==> config.mk <==
export PLATFORM = sky130hd
export DESIGN_NAME = audio_sfx_sequencer
export DESIGN_NICKNAME = d
export VERILOG_FILES = /design/src/rtl/audio_sfx_sequencer.sv
export SDC_FILE = /design/constraint.sdc
export NUM_CORES = 1
export LEC_CHECK = 0
export CELL_PAD_IN_SITES_DETAIL_PLACEMENT = 1
export CELL_PAD_IN_SITES_GLOBAL_PLACEMENT = 2
export CORE_ASPECT_RATIO = 0.7
export CORE_MARGIN = 4
export CORE_UTILIZATION = 37
export DETAILED_ROUTE_END_ITERATION = 16
export PLACE_DENSITY_LB_ADDON = 0.1
export SLEW_MARGIN = 15
export SYNTH_ARGS = -nofsm -noshare
export SYNTH_HDL_FRONTEND = slang
export SYNTH_SLANG_ARGS = --single-unit
export TNS_END_PERCENT = 30
==> constraint.sdc <==
create_clock -name i_clk -period 5.4 [get_ports i_clk]
set_input_delay 1.08 -clock i_clk [delete_from_list [all_inputs] [get_ports i_clk]]
set_output_delay 1.08 -clock i_clk [all_outputs]
set_load 0.05 [all_outputs]
==> src/rtl/audio_sfx_sequencer.sv <==
// audio_sfx_sequencer
//   Plays short sound effects from a fixed note ROM. Each note holds a
//   frequency for a whole number of ticks. A silent gap separates the notes
//   of one effect. The sequencer drives a downstream tone generator.
//
// Ports
//   i_clk   : clock, all logic on the rising edge
//   i_rst   : synchronous active-high reset
//   i_trig  : one-cycle request to start the effect selected by i_sfx
//   i_sfx   : effect select (0 laser, 1 explosion, 2 coin, 3 stop)
//   o_freq  : current note frequency in Hz, 0 = silence
//   o_busy  : high while an effect is playing, gaps included
//   o_done  : one-cycle pulse when an effect completes on its own
module audio_sfx_sequencer #(
    parameter int CLK_FREQ  = 12000000,
    parameter int TICK_HZ   = 1000,
    parameter int GAP_TICKS = 10
) (
    input  logic        i_clk,
    input  logic        i_rst,
    input  logic        i_trig,
    input  logic [1:0]  i_sfx,
    output logic [23:0] o_freq,
    output logic        o_busy,
    output logic        o_done
);

    localparam int DIV   = CLK_FREQ / TICK_HZ;
    localparam int DIV_W = $clog2(DIV + 1);
    localparam logic [DIV_W-1:0] DIV_LAST = DIV_W'(DIV - 1);
    // Tick counter covers both the 12-bit note durations and the gap length.
    localparam int TICK_W = 16;
    localparam logic [TICK_W-1:0] GAP_LAST =
        TICK_W'((GAP_TICKS > 0) ? (GAP_TICKS - 1) : 0);

    typedef enum logic [1:0] {
        S_IDLE = 2'd0,
        S_NOTE = 2'd1,
        S_GAP  = 2'd2
    } state_t;

    // ROM entry layout: {freq[23:0], duration[11:0], last}
    function automatic logic [36:0] rom_entry(input logic [2:0] addr);
        logic [36:0] e;
        case (addr)
            3'd0:    e = {24'd880,  12'd50,  1'b0};
            3'd1:    e = {24'd660,  12'd50,  1'b0};
            3'd2:    e = {24'd440,  12'd50,  1'b1};
            3'd3:    e = {24'd110,  12'd100, 1'b0};
            3'd4:    e = {24'd80,   12'd100, 1'b0};
            3'd5:    e = {24'd60,   12'd200, 1'b1};
            3'd6:    e = {24'd988,  12'd60,  1'b0};
            3'd7:    e = {24'd1319, 12'd200, 1'b1};
            default: e = '0;
        endcase
        return e;
    endfunction

    // Effect n starts at ROM address 3*n.
    function automatic logic [2:0] first_addr(input logic [1:0] sfx);
        logic [2:0] a;
        case (sfx)
            2'd0:    a = 3'd0;
            2'd1:    a = 3'd3;
            default: a = 3'd6;
        endcase
        return a;
    endfunction

    state_t            r_state;
    logic [2:0]        r_addr;
    logic [DIV_W-1:0]  r_div;
    logic [TICK_W-1:0] r_ticks;
    logic              r_done;

    state_t            w_state_nxt;
    logic [2:0]        w_addr_nxt;
    logic              w_clr;
    logic              w_done_nxt;

    logic [36:0]       w_entry;
    logic [23:0]       w_entry_freq;
    logic [11:0]       w_entry_dur;
    logic              w_entry_last;
    logic [11:0]       w_dur_eff;
    logic              w_tick_end;
    logic              w_note_end;
    logic              w_gap_end;

    assign w_entry      = rom_entry(r_addr);
    assign w_entry_freq = w_entry[36:13];
    assign w_entry_dur  = w_entry[12:1];
    assign w_entry_last = w_entry[0];
    // A zero duration would never expire; play it as one tick.
    assign w_dur_eff    = (w_entry_dur == 12'd0) ? 12'd1 : w_entry_dur;

    assign w_tick_end = (r_div == DIV_LAST);
    assign w_note_end = w_tick_end && (r_ticks == {4'd0, w_dur_eff - 12'd1});
    assign w_gap_end  = w_tick_end && (r_ticks == GAP_LAST);

    always_ff @(posedge i_clk) begin
        if (i_rst) begin
            r_state <= S_IDLE;
            r_addr  <= 3'd0;
            r_done  <= 1'b0;
        end else begin
            r_state <= w_state_nxt;
            r_addr  <= w_addr_nxt;
            r_done  <= w_done_nxt;
        end
    end

    // Counters restart on every NOTE/GAP entry so durations never drift.
    always_ff @(posedge i_clk) begin
        if (i_rst || w_clr || (r_state == S_IDLE)) begin
            r_div   <= '0;
            r_ticks <= '0;
        end else if (w_tick_end) begin
            r_div   <= '0;
            r_ticks <= r_ticks + 1'b1;
        end else begin
            r_div   <= r_div + 1'b1;
        end
    end

    always_comb begin
        w_state_nxt = r_state;
        w_addr_nxt  = r_addr;
        w_clr       = 1'b0;
        w_done_nxt  = 1'b0;
        if (i_trig) begin
            // A new trigger always wins, even over a note that is just ending.
            w_clr = 1'b1;
            if (i_sfx == 2'd3) begin
                w_state_nxt = S_IDLE;
            end else begin
                w_state_nxt = S_NOTE;
                w_addr_nxt  = first_addr(i_sfx);
            end
        end else begin
            case (r_state)
                S_NOTE: begin
                    if (w_note_end) begin
                        w_clr = 1'b1;
                        if (w_entry_last) begin
                            w_state_nxt = S_IDLE;
                            w_done_nxt  = 1'b1;
                        end else if (GAP_TICKS == 0) begin
                            w_state_nxt = S_NOTE;
                            w_addr_nxt  = r_addr + 3'd1;
                        end else begin
                            w_state_nxt = S_GAP;
                        end
                    end
                end
                S_GAP: begin
                    if (w_gap_end) begin
                        w_clr       = 1'b1;
                        w_state_nxt = S_NOTE;
                        w_addr_nxt  = r_addr + 3'd1;
                    end
                end
                default: begin
                    w_state_nxt = S_IDLE;
                end
            endcase
        end
    end

    assign o_freq = (r_state == S_NOTE) ? w_entry_freq : 24'd0;
    assign o_busy = (r_state != S_IDLE);
    assign o_done = r_done;

endmodule

==> results.json <==
{
  "ys_top_cells_by_area": "dfxtp_1 (37%), ha_1 (5.2%), xor2_1 (5.1%)",
  "first_global_vias": 2175,
  "critPathTopFamily": "simple AND/OR/NAND/NOR gates",
  "cp_slowest_cell": "nor4_2",
  "area_delta_synth_final_pct": 9.56,
  "place_area_um2": 3080,
  "synth_edf_count": 0,
  "p_sw_w": 0.000208,
  "setup_ws_ns": 1.77,
  "ctsHoldBuffers": 0,
  "htreeDepth": 2,
  "drc": 0,
  "synth_flop_cell": "dfxtp_1",
  "dieArea_um2": 9360,
  "tns_ns": 0,
  "clk_pin_slew_ns": 0.10,
  "synth_top_area_share_pct": 37.2,
  "pin_count": 31,
  "clock_tree.root_cell": "clkbuf_8",
  "cellPowerDensity_nw_per_um2": 247,
  "worst_pin_slew_ns": 0.692,
  "path_cells": "ha_1 > or4b_1 > nor4_2 > a21oi_1 > a2111o_1 > a21oi_1 > inv_1 > ha_1 > mux2_2",
  "period_needed_ns": 3.63,
  "setup_viol_count_final": 0,
  "cts.sinks": 54,
  "gp_congestion": 0.777,
  "postRouteAntennaNets": 0,
  "max-cap-violations": 0,
  "grtUsageTotal_pct": 15.2,
  "cts.repair.resized": 0,
  "drv_slew": 0,
  "rows": 26,
  "crit_cells": 9,
  "arrival_ns": 3.83,
  "cts_buffers": 5,
  "yosysUniqueCellTypes": 61,
  "holdPathStages": 2,
  "synth_area_um2": 2910,
  "dp_slack_ns": 1.73,
  "core_um2": 7450,
  "hp-start": "w_entry[0]",
  "vias": 2195,
  "worstReg2RegStart": "r_ticks[0]",
  "r2r_slack_ns": 1.77,
  "crit_buf_inv": 1,
  "final_area_um2": 3180,
  "syn_area_per_cell_um2": 8.94,
  "rsz0062_at_grt": "false",
  "clockPowerShare_pct": 34.8,
  "ff2ff_path_depth": 9,
  "p_seq_share_pct": 53.1,
  "clockBufferDepth": 2,
  "viasPerCell": 5.07,
  "insertedDiodeCount": 0,
  "max_slew_margin_pct": 53.5,
  "routedWlPerCell_um": 15.0,
  "dpl.cell_count": 425,
  "cp-start-kind": "register",
  "cpPeakStageDelay_ns": 0.66,
  "hold_violations": 0,
  "hold_class": "reg2reg",
  "first_pass_iters": 4,
  "stdcell_count": 433,
  "yosysTopAreaCell": "dfxtp_1",
  "grt_pass1_wl_um": 11200,
  "drive_above_1_share_pct": 8.66,
  "cp.required_ns": 5.60,
  "numPortBuffers": 17,
  "swShare_pct": 26.5,
  "yosysSeqAreaShare_pct": 37.2,
  "rr_endpoint": "w_entry[16]",
  "skew_ns": 0.00911,
  "vdd_ir_drop_max_v": 0.0000839,
  "worstSetupPathType": "reg2reg",
  "nets": 351,
  "cts_setup_buffers": 0,
  "die_w_um": 114,
  "worstSetupEndpointType": "register",
  "grt_max_degree": 31,
  "grt-ovfl-total": 0,
  "period_share_pct": 67.3,
  "p_int_w": 0.000577,
  "drt_iter0_drc": 107,
  "die_y_um": 82.2,
  "max_clock_freq_mhz": 275,
  "yosysWarnings": 0,
  "ys_ff_latch": 54,
  "hold_end": "o_done",
  "antenna_found_initial": 0,
  "worstPathMaxFanout": 6,
  "leakage_nw": 1.16,
  "netlist_instances": 325,
  "start_util_pct": 39.0,
  "insertion_delay_ns": 0.31,
  "pwr-share-comb_pct": 12.2,
  "wl_um": 6490,
  "status": "finished, final reports clean",
  "cts_tree": "yes",
  "async_flop_share_pct": 0,
  "place_hpwl_um": 4760
}
-- kinds of logic after synthesis --
| kind of cell | synth area share, % |
|---|---|
| other | 0.129 |
| flip-flops | 37.2 |
| XOR/XNOR | 9.64 |
| multiplexers | 2.32 |
| buffers and inverters | 8.22 |
| AO/OA/AOI/OAI | 10.1 |
| AND/OR/NAND/NOR | 27.2 |
| adder cells (fa/ha/maj) | 5.17 |
-- through the flow --
stage	utilization (%)	total power (W)	hold WS, ns
after CTS	42.7	0.000796	0.492
after global placement	41.3	0.000520	0.471
final	42.7	0.000785	0.485
after global routing	42.7	0.000823	0.503
after detailed placement	41.3	0.000521	0.480
after floorplan	-	0.000507	0.442
-- tightest hold or removal path, stage by stage, from the launching register on --
cell,delay [ns]
dfxtp_1,0.33
nand3_1,0.08
nor4_1,0.05
-- worst max path at each step --
stage                    start     endpoint
finish              r_ticks[0]  w_entry[16]
global route        r_ticks[0]  w_entry[20]
CTS                 r_ticks[0]  w_entry[20]
detailed placement      i_trig  w_entry[20]
global placement        i_trig  w_entry[20]
floorplan           r_ticks[0]  w_entry[16]
-- cell type report --
class | instances | area (um2)
sequential | 54 | 1080
clock inverter | 1 | 30.0
timing repair buffer | 19 | 185
fill | 879 | 4270
multi-input combinational | 241 | 1640
tap | 98 | 123
clock buffer | 7 | 76.3
inverter | 13 | 48.8
-- synthesized netlist by cell type (2+ instances only) --
library cell   n
a21boi_0       3
a21oi_1        6
and2_1        13
and3_1         5
and4_1         4
buf_2          4
buf_4         15
buf_6          2
clkbuf_1       6
dfxtp_1       54
ha_1          12
inv_1         12
mux2_2         2
mux2i_1        3
nand2_1       21
nand2b_1       2
nand3_1       12
nand4_1       10
nor2_1        32
nor2b_1        2
nor3_1        19
nor4_1         3
nor4_2         2
o211ai_1       2
o21a_1         2
o21ai_0        9
o21ba_2        2
o22ai_1        2
or4_1          2
xnor2_1       15
xor2_1        17
-- sequential cells by signal (all words and copies together), names as in the netlist --
| signal | count |
|---|---|
| w_entry | 18 |
| r_addr | 3 |
| r_state | 2 |
| o_done | 1 |
| r_ticks | 16 |
| r_div | 14 |
-- metal layers --
layer | part of all wire (%) | vias up | GRT usage [%]
met3 | 3.1 | 11 | 3.28
met1 | 57 | 1030 | 23.2
met4 | 1.1 | 0 | 4.39
met2 | 39 | 38 | 21.1
met5 | 0 | - | 0
li1 | - | 1116 | -
-- power groups by stage --
stage / combinational [W] / clock [W] / sequential (W)
finish: 0.0000957 / 0.000273 / 0.000417
global route: 0.000103 / 0.000301 / 0.000418
CTS: 0.0000963 / 0.000283 / 0.000416
detailed placement: 0.0000956 / 0 / 0.000426
global placement: 0.0000945 / 0 / 0.000426
floorplan: 0.0000857 / 0 / 0.000421
-- layout by cell type (no fill, tap or decap), types with 2 or more instances in the layout --
master,n
buf_4,2
and2_1,13
nor3_1,19
clkbuf_8,5
o21ai_0,9
o22ai_1,2
nand4_1,10
and3_1,5
mux2i_1,3
or4_1,2
nor2_1,32
mux2_2,2
o21a_1,2
clkbuf_1,2
clkdlybuf4s50_1,17
nand3_1,12
dfxtp_1,54
and4_1,4
nor4_4,2
ha_1,12
inv_1,12
nor4_1,3
nand2_1,21
nand2b_1,2
nor2b_1,2
o211ai_1,2
a21boi_0,3
xor2_1,17
a21oi_1,6
conb_1,13
xnor2_1,15
o21ba_2,2
Note: power is estimated with default switching activity, not from simulation.
==> edit 1 (config.mk and constraints unchanged) <==
The 3 states of `state_t` get a one-hot encoding in 3 bits.
--- a/src/rtl/audio_sfx_sequencer.sv
+++ b/src/rtl/audio_sfx_sequencer.sv
@@ -33,10 +33,10 @@
     localparam logic [TICK_W-1:0] GAP_LAST =
         TICK_W'((GAP_TICKS > 0) ? (GAP_TICKS - 1) : 0);
 
-    typedef enum logic [1:0] {
-        S_IDLE = 2'd0,
-        S_NOTE = 2'd1,
-        S_GAP  = 2'd2
+    typedef enum logic [2:0] {
+        S_IDLE = 3'b001,
+        S_NOTE = 3'b010,
+        S_GAP  = 3'b100
     } state_t;
 
     // ROM entry layout: {freq[23:0], duration[11:0], last}
Function: same outputs for any inputs over 10 cycles, from zero or initial values and one cycle with i_rst high; not proved beyond that.
==> edit 1 against the unedited design <==
- cell area rose by 5.3%
- highest routed layer unchanged
- via count grew 11%
- cell count grew 6.9%
- synthesized area is 4.2% higher
- register-to-register slack better by 260 ps
- power grew 8.2%
- routed wire length increased by 14%
- critical path depth down 2
- critical path type is now in2reg
- combinational power decreased by 2.9%
- setup slack better by 170 ps
- clock power rose by 20%
- critical endpoint is now w_entry[20]
- sequential cell count increased by 1
- utilization shrank 0.34 points
==> edit 1: results (changes against the unedited design) <==
| Metric | Value |
|---|---|
| Final nets | `376 (+7.1%)` |
| Layout cells sized above 1 | `0.0635 (-0.0230)` |
| HPWL Detailed | `5600 µm (+18%)` |
| Detailed-route via count | `2432 (+11%)` |
| CTS root buf | `clkbuf_16` |
| Cells after DPL | `456 (+7.3%)` |
| Crit path DAT | `3650 ps (-180 ps)` |
| Top cells by area, synth | `dfxtp_1 36%, nor2_1 5.0%, xnor2_1 4.3%` |
| Met1 WL | `4230 µm (+14%)` |
| Pin count of the biggest net entering global routing | `20 (-35%)` |
| Lkg Pwr | `1.18 nW (+1.1%)` |
| DR WL met3 | `239 µm (+20%)` |
| Post-synthesis cell type count | `62 (+1.6%)` |
| WL final | `7400 µm (+14%)` |
| Int Pwr | `0.627 mW (+8.7%)` |
| Vias in the first global route | `2266 (+4.2%)` |
| Synth top cells by count | `55 x dfxtp_1, 40 x nor2_1, 18 x nand2_1` |
| Syn Area/Cell | `8.56 µm² (-4.3%)` |
| Initial DRC Count | `135 (+26%)` |
| Met2 wire length | `2900 µm (+15%)` |
| Final GP Congestion | `0.778 (+0.12%)` |
| WL per Instance | `16.0 µm (+6.6%)` |
| Sequential share of the synthesized area | `0.363 (-0.00845)` |
| DP Worst Slack | `1610 ps (-114 ps)` |
| Status | `complete, no violations` |
| Worst skew pair latency | `290 ps (-20 ps)` |
-- edit 1: worst paths after layout --
kind | cells after the start | start | slack, ps | to
max | 7 | i_trig | 1940 | w_entry[20]
min | 1 | r_div[0] | 450 | r_div[0]
max reg2reg | 9 | r_div[0] | 2030 | w_entry[20]
min reg2reg | 1 | r_div[0] | 450 | r_div[0]
-- edit 1: critical path, stage by stage --
cell and delay (ps):
clkdlybuf4s50_1 580, nor4b_1 570, nand4_1 180, a21oi_1 390
nand2_1 190, ha_1 350, mux2_1 290
-- edit 1: power groups by stage --
| stage | clock, mW | combinational (mW) | sequential [mW] |
|---|---|---|---|
| CTS | 0.338 | 0.0931 | 0.430 |
| global route | 0.361 | 0.101 | 0.432 |
| global placement | 0 | 0.0927 | 0.439 |
| finish | 0.327 | 0.0929 | 0.430 |
| floorplan | 0 | 0.0847 | 0.432 |
| detailed placement | 0 | 0.0926 | 0.439 |
-- edit 1: area by class of cell --
type | instances | area (µm²)
flip-flops and latches | 55 | 1100
multi-input cells | 270 | 1760
clock buffers | 6 | 139
clock inverters | 1 | 5.00
well taps | 101 | 126
fillers | 957 | 4550
repair buffers | 17 | 170
inverters | 13 | 53.8
-- edit 1: logic make-up after synthesis --
group / synth area share
AOI/OAI and AO/OA: 0.109
adders and majority gates: 0.0372
and+or+nand+nor: 0.313
xor gates and xnor gates: 0.0781
muxes: 0.0244
buffers and inverters: 0.0731
other: 0.00124
DFF: 0.363
-- edit 1: layer usage --
metal,up-vias,GRT usage
li1,1234,-
met1,1162,0.259
met2,31,0.206
met3,5,0.0355
met4,0,0.0285
met5,-,0
-- edit 1: stage by stage --
stage	instance area, µm²	hold WS, ps
floorplan	3070	413
global placement	3200	426
detailed placement	3200	438
CTS	3350	454
global route	3350	486
finish	3350	451
==> edit 2 (same settings) <==
Without the edit above. `CLK_FREQ`: 12000000 -> 48000000.
--- a/src/rtl/audio_sfx_sequencer.sv
+++ b/src/rtl/audio_sfx_sequencer.sv
@@ -12,7 +12,7 @@
 //   o_busy  : high while an effect is playing, gaps included
 //   o_done  : one-cycle pulse when an effect completes on its own
 module audio_sfx_sequencer #(
-    parameter int CLK_FREQ  = 12000000,
+    parameter int CLK_FREQ  = 48000000,
     parameter int TICK_HZ   = 1000,
     parameter int GAP_TICKS = 10
 ) (
Function: no difference found for any inputs over 10 cycles, from zero or initial values and one cycle with i_rst high; that may be too few to reach the edited logic, so the function may still have changed.
==> edit 2 against the unedited design <==
- die area rose by 3.1%
- sequential cell count rose by 2
- routed wire length rose by 3.0%
- synthesized area rose by 3.4%
- setup slack improved by 360 ps
- power rose by 17%
- combinational power rose by 8%
- cell area rose by 6.1%
- largest cell class unchanged
- highest routed layer unchanged
==> edit 2: results (changes against the unedited design) <==
| Metric | Value |
|---|---|
| Post-synth EDFFs | `0 (unchanged)` |
| WL final | `6690 µm (+3.0%)` |
| Ys flop type | `dfxtp_1` |
| Vias in the first global route | `2272 (+4.5%)` |
| Initial antenna violation count | `0 (unchanged)` |
| Gr usage total | `0.148 (-0.00427)` |
| Final GP Congestion | `0.815 (+4.9%)` |
| Pin count of the biggest net entering global routing | `33 (+6.5%)` |
| Status | `complete, no violations` |
| Via/cell ratio | `4.97 (-1.9%)` |
| HPWL Detailed | `4970 µm (+4.4%)` |
| Lkg Pwr | `1.21 nW (+3.9%)` |
| Synthesis Warnings | `0 (unchanged)` |
| First-pass GRT wire length | `11400 µm (+2.0%)` |
| Clock transition at path regs | `70 ps (-30 ps)` |
| Met1 WL | `3730 µm (+0.54%)` |
| Clock skew | `3.85 ps (-5.27 ps)` |
| Met2 wire length | `2530 µm (+0.80%)` |
| Slew HR | `0.389 (-0.145)` |
| Synth top cells by count | `56 x dfxtp_1, 46 x nor2_1, 22 x nand2_1` |
| CTS root buf | `clkbuf_16` |
| Int Pwr | `0.678 mW (+18%)` |
| Max reg flops | `18 (unchanged)` |
| Drt pass-1 iters | `4 (unchanged)` |
| Post-synthesis cell type count | `60 (-1.6%)` |
| Crit path DAT | `2200 ps (-1630 ps)` |
| DR WL met3 | `343 µm (+72%)` |
| Final nets | `381 (+8.5%)` |
| Top cells by area, synth | `dfxtp_1 37%, nor2_1 5.7%, ha_1 5.0%` |
| Max Fanout on Critical Path | `12 (+6)` |
| Initial DRC Count | `79 (-26%)` |
| VDD IR max | `0.127 mV (+51%)` |
| Layout cells sized above 1 | `0.0712 (-0.0153)` |
| DP Worst Slack | `1840 ps (+113 ps)` |
edit 2: cell type report:
type | count | area [µm²]
Clock buffer | 6 | 129
Inverter | 18 | 67.6
Timing Repair Buffer | 19 | 185
Clock inverter | 2 | 38.8
Fill cell | 948 | 4490
Sequential cell | 56 | 1120
Multi-Input combinational cell | 264 | 1710
Tap cell | 101 | 126
edit 2: worst paths after layout:
check	from	to	slack (ps)	depth (start not counted)
worst max-delay path	r_state[1]	o_freq[10]	2120	4
worst min-delay path	r_state[0]	r_state[0]	480	2
worst max register to register	r_div[10]	w_entry[20]	2270	10
worst min register to register	r_state[0]	r_state[0]	480	2
edit 2: critical path: stages, from the launching register on:
cell and delay [ps]:
dfxtp_1 330, inv_1 100, ha_1 420, and2_1 220, clkdlybuf4s50_1 820
edit 2: stage by stage:
step	std cells	utilization	instance area (µm²)
6_report	466	0.429	3380
5_1_grt	466	0.429	3380
4_1_cts	466	0.429	3380
3_5_place_dp	458	0.408	3210
3_3_place_gp	458	0.408	3210
2_1_floorplan	363	-	3050
edit 2: power by group through the flow:
stage          clock network [mW]  logic, mW  registers, mW
4_1_cts                     0.394      0.103          0.434
3_5_place_dp                    0      0.103          0.443
6_report                    0.380      0.103          0.433
3_3_place_gp                    0      0.102          0.443
2_1_floorplan                   0     0.0862          0.440
5_1_grt                     0.412      0.112          0.435
edit 2: metal layers:
layer / vias up / global-route usage
met3: 8 / 0.0335
li1: 1200 / -
met1: 1067 / 0.239
met4: 0 / 0.0443
met2: 43 / 0.188
met5: - / 0
edit 2: logic make-up after synthesis:
logic type | count (synthesis) | share of synthesized area
XOR/XNOR | 30 | 0.0874
flip-flops | 56 | 0.373
other | 1 | 0.00125
multiplexers | 6 | 0.0221
AO/OA/AOI/OAI | 38 | 0.0924
buffers and inverters | 43 | 0.0729
adder cells (fa/ha/maj) | 12 | 0.0500
AND/OR/NAND/NOR | 165 | 0.301
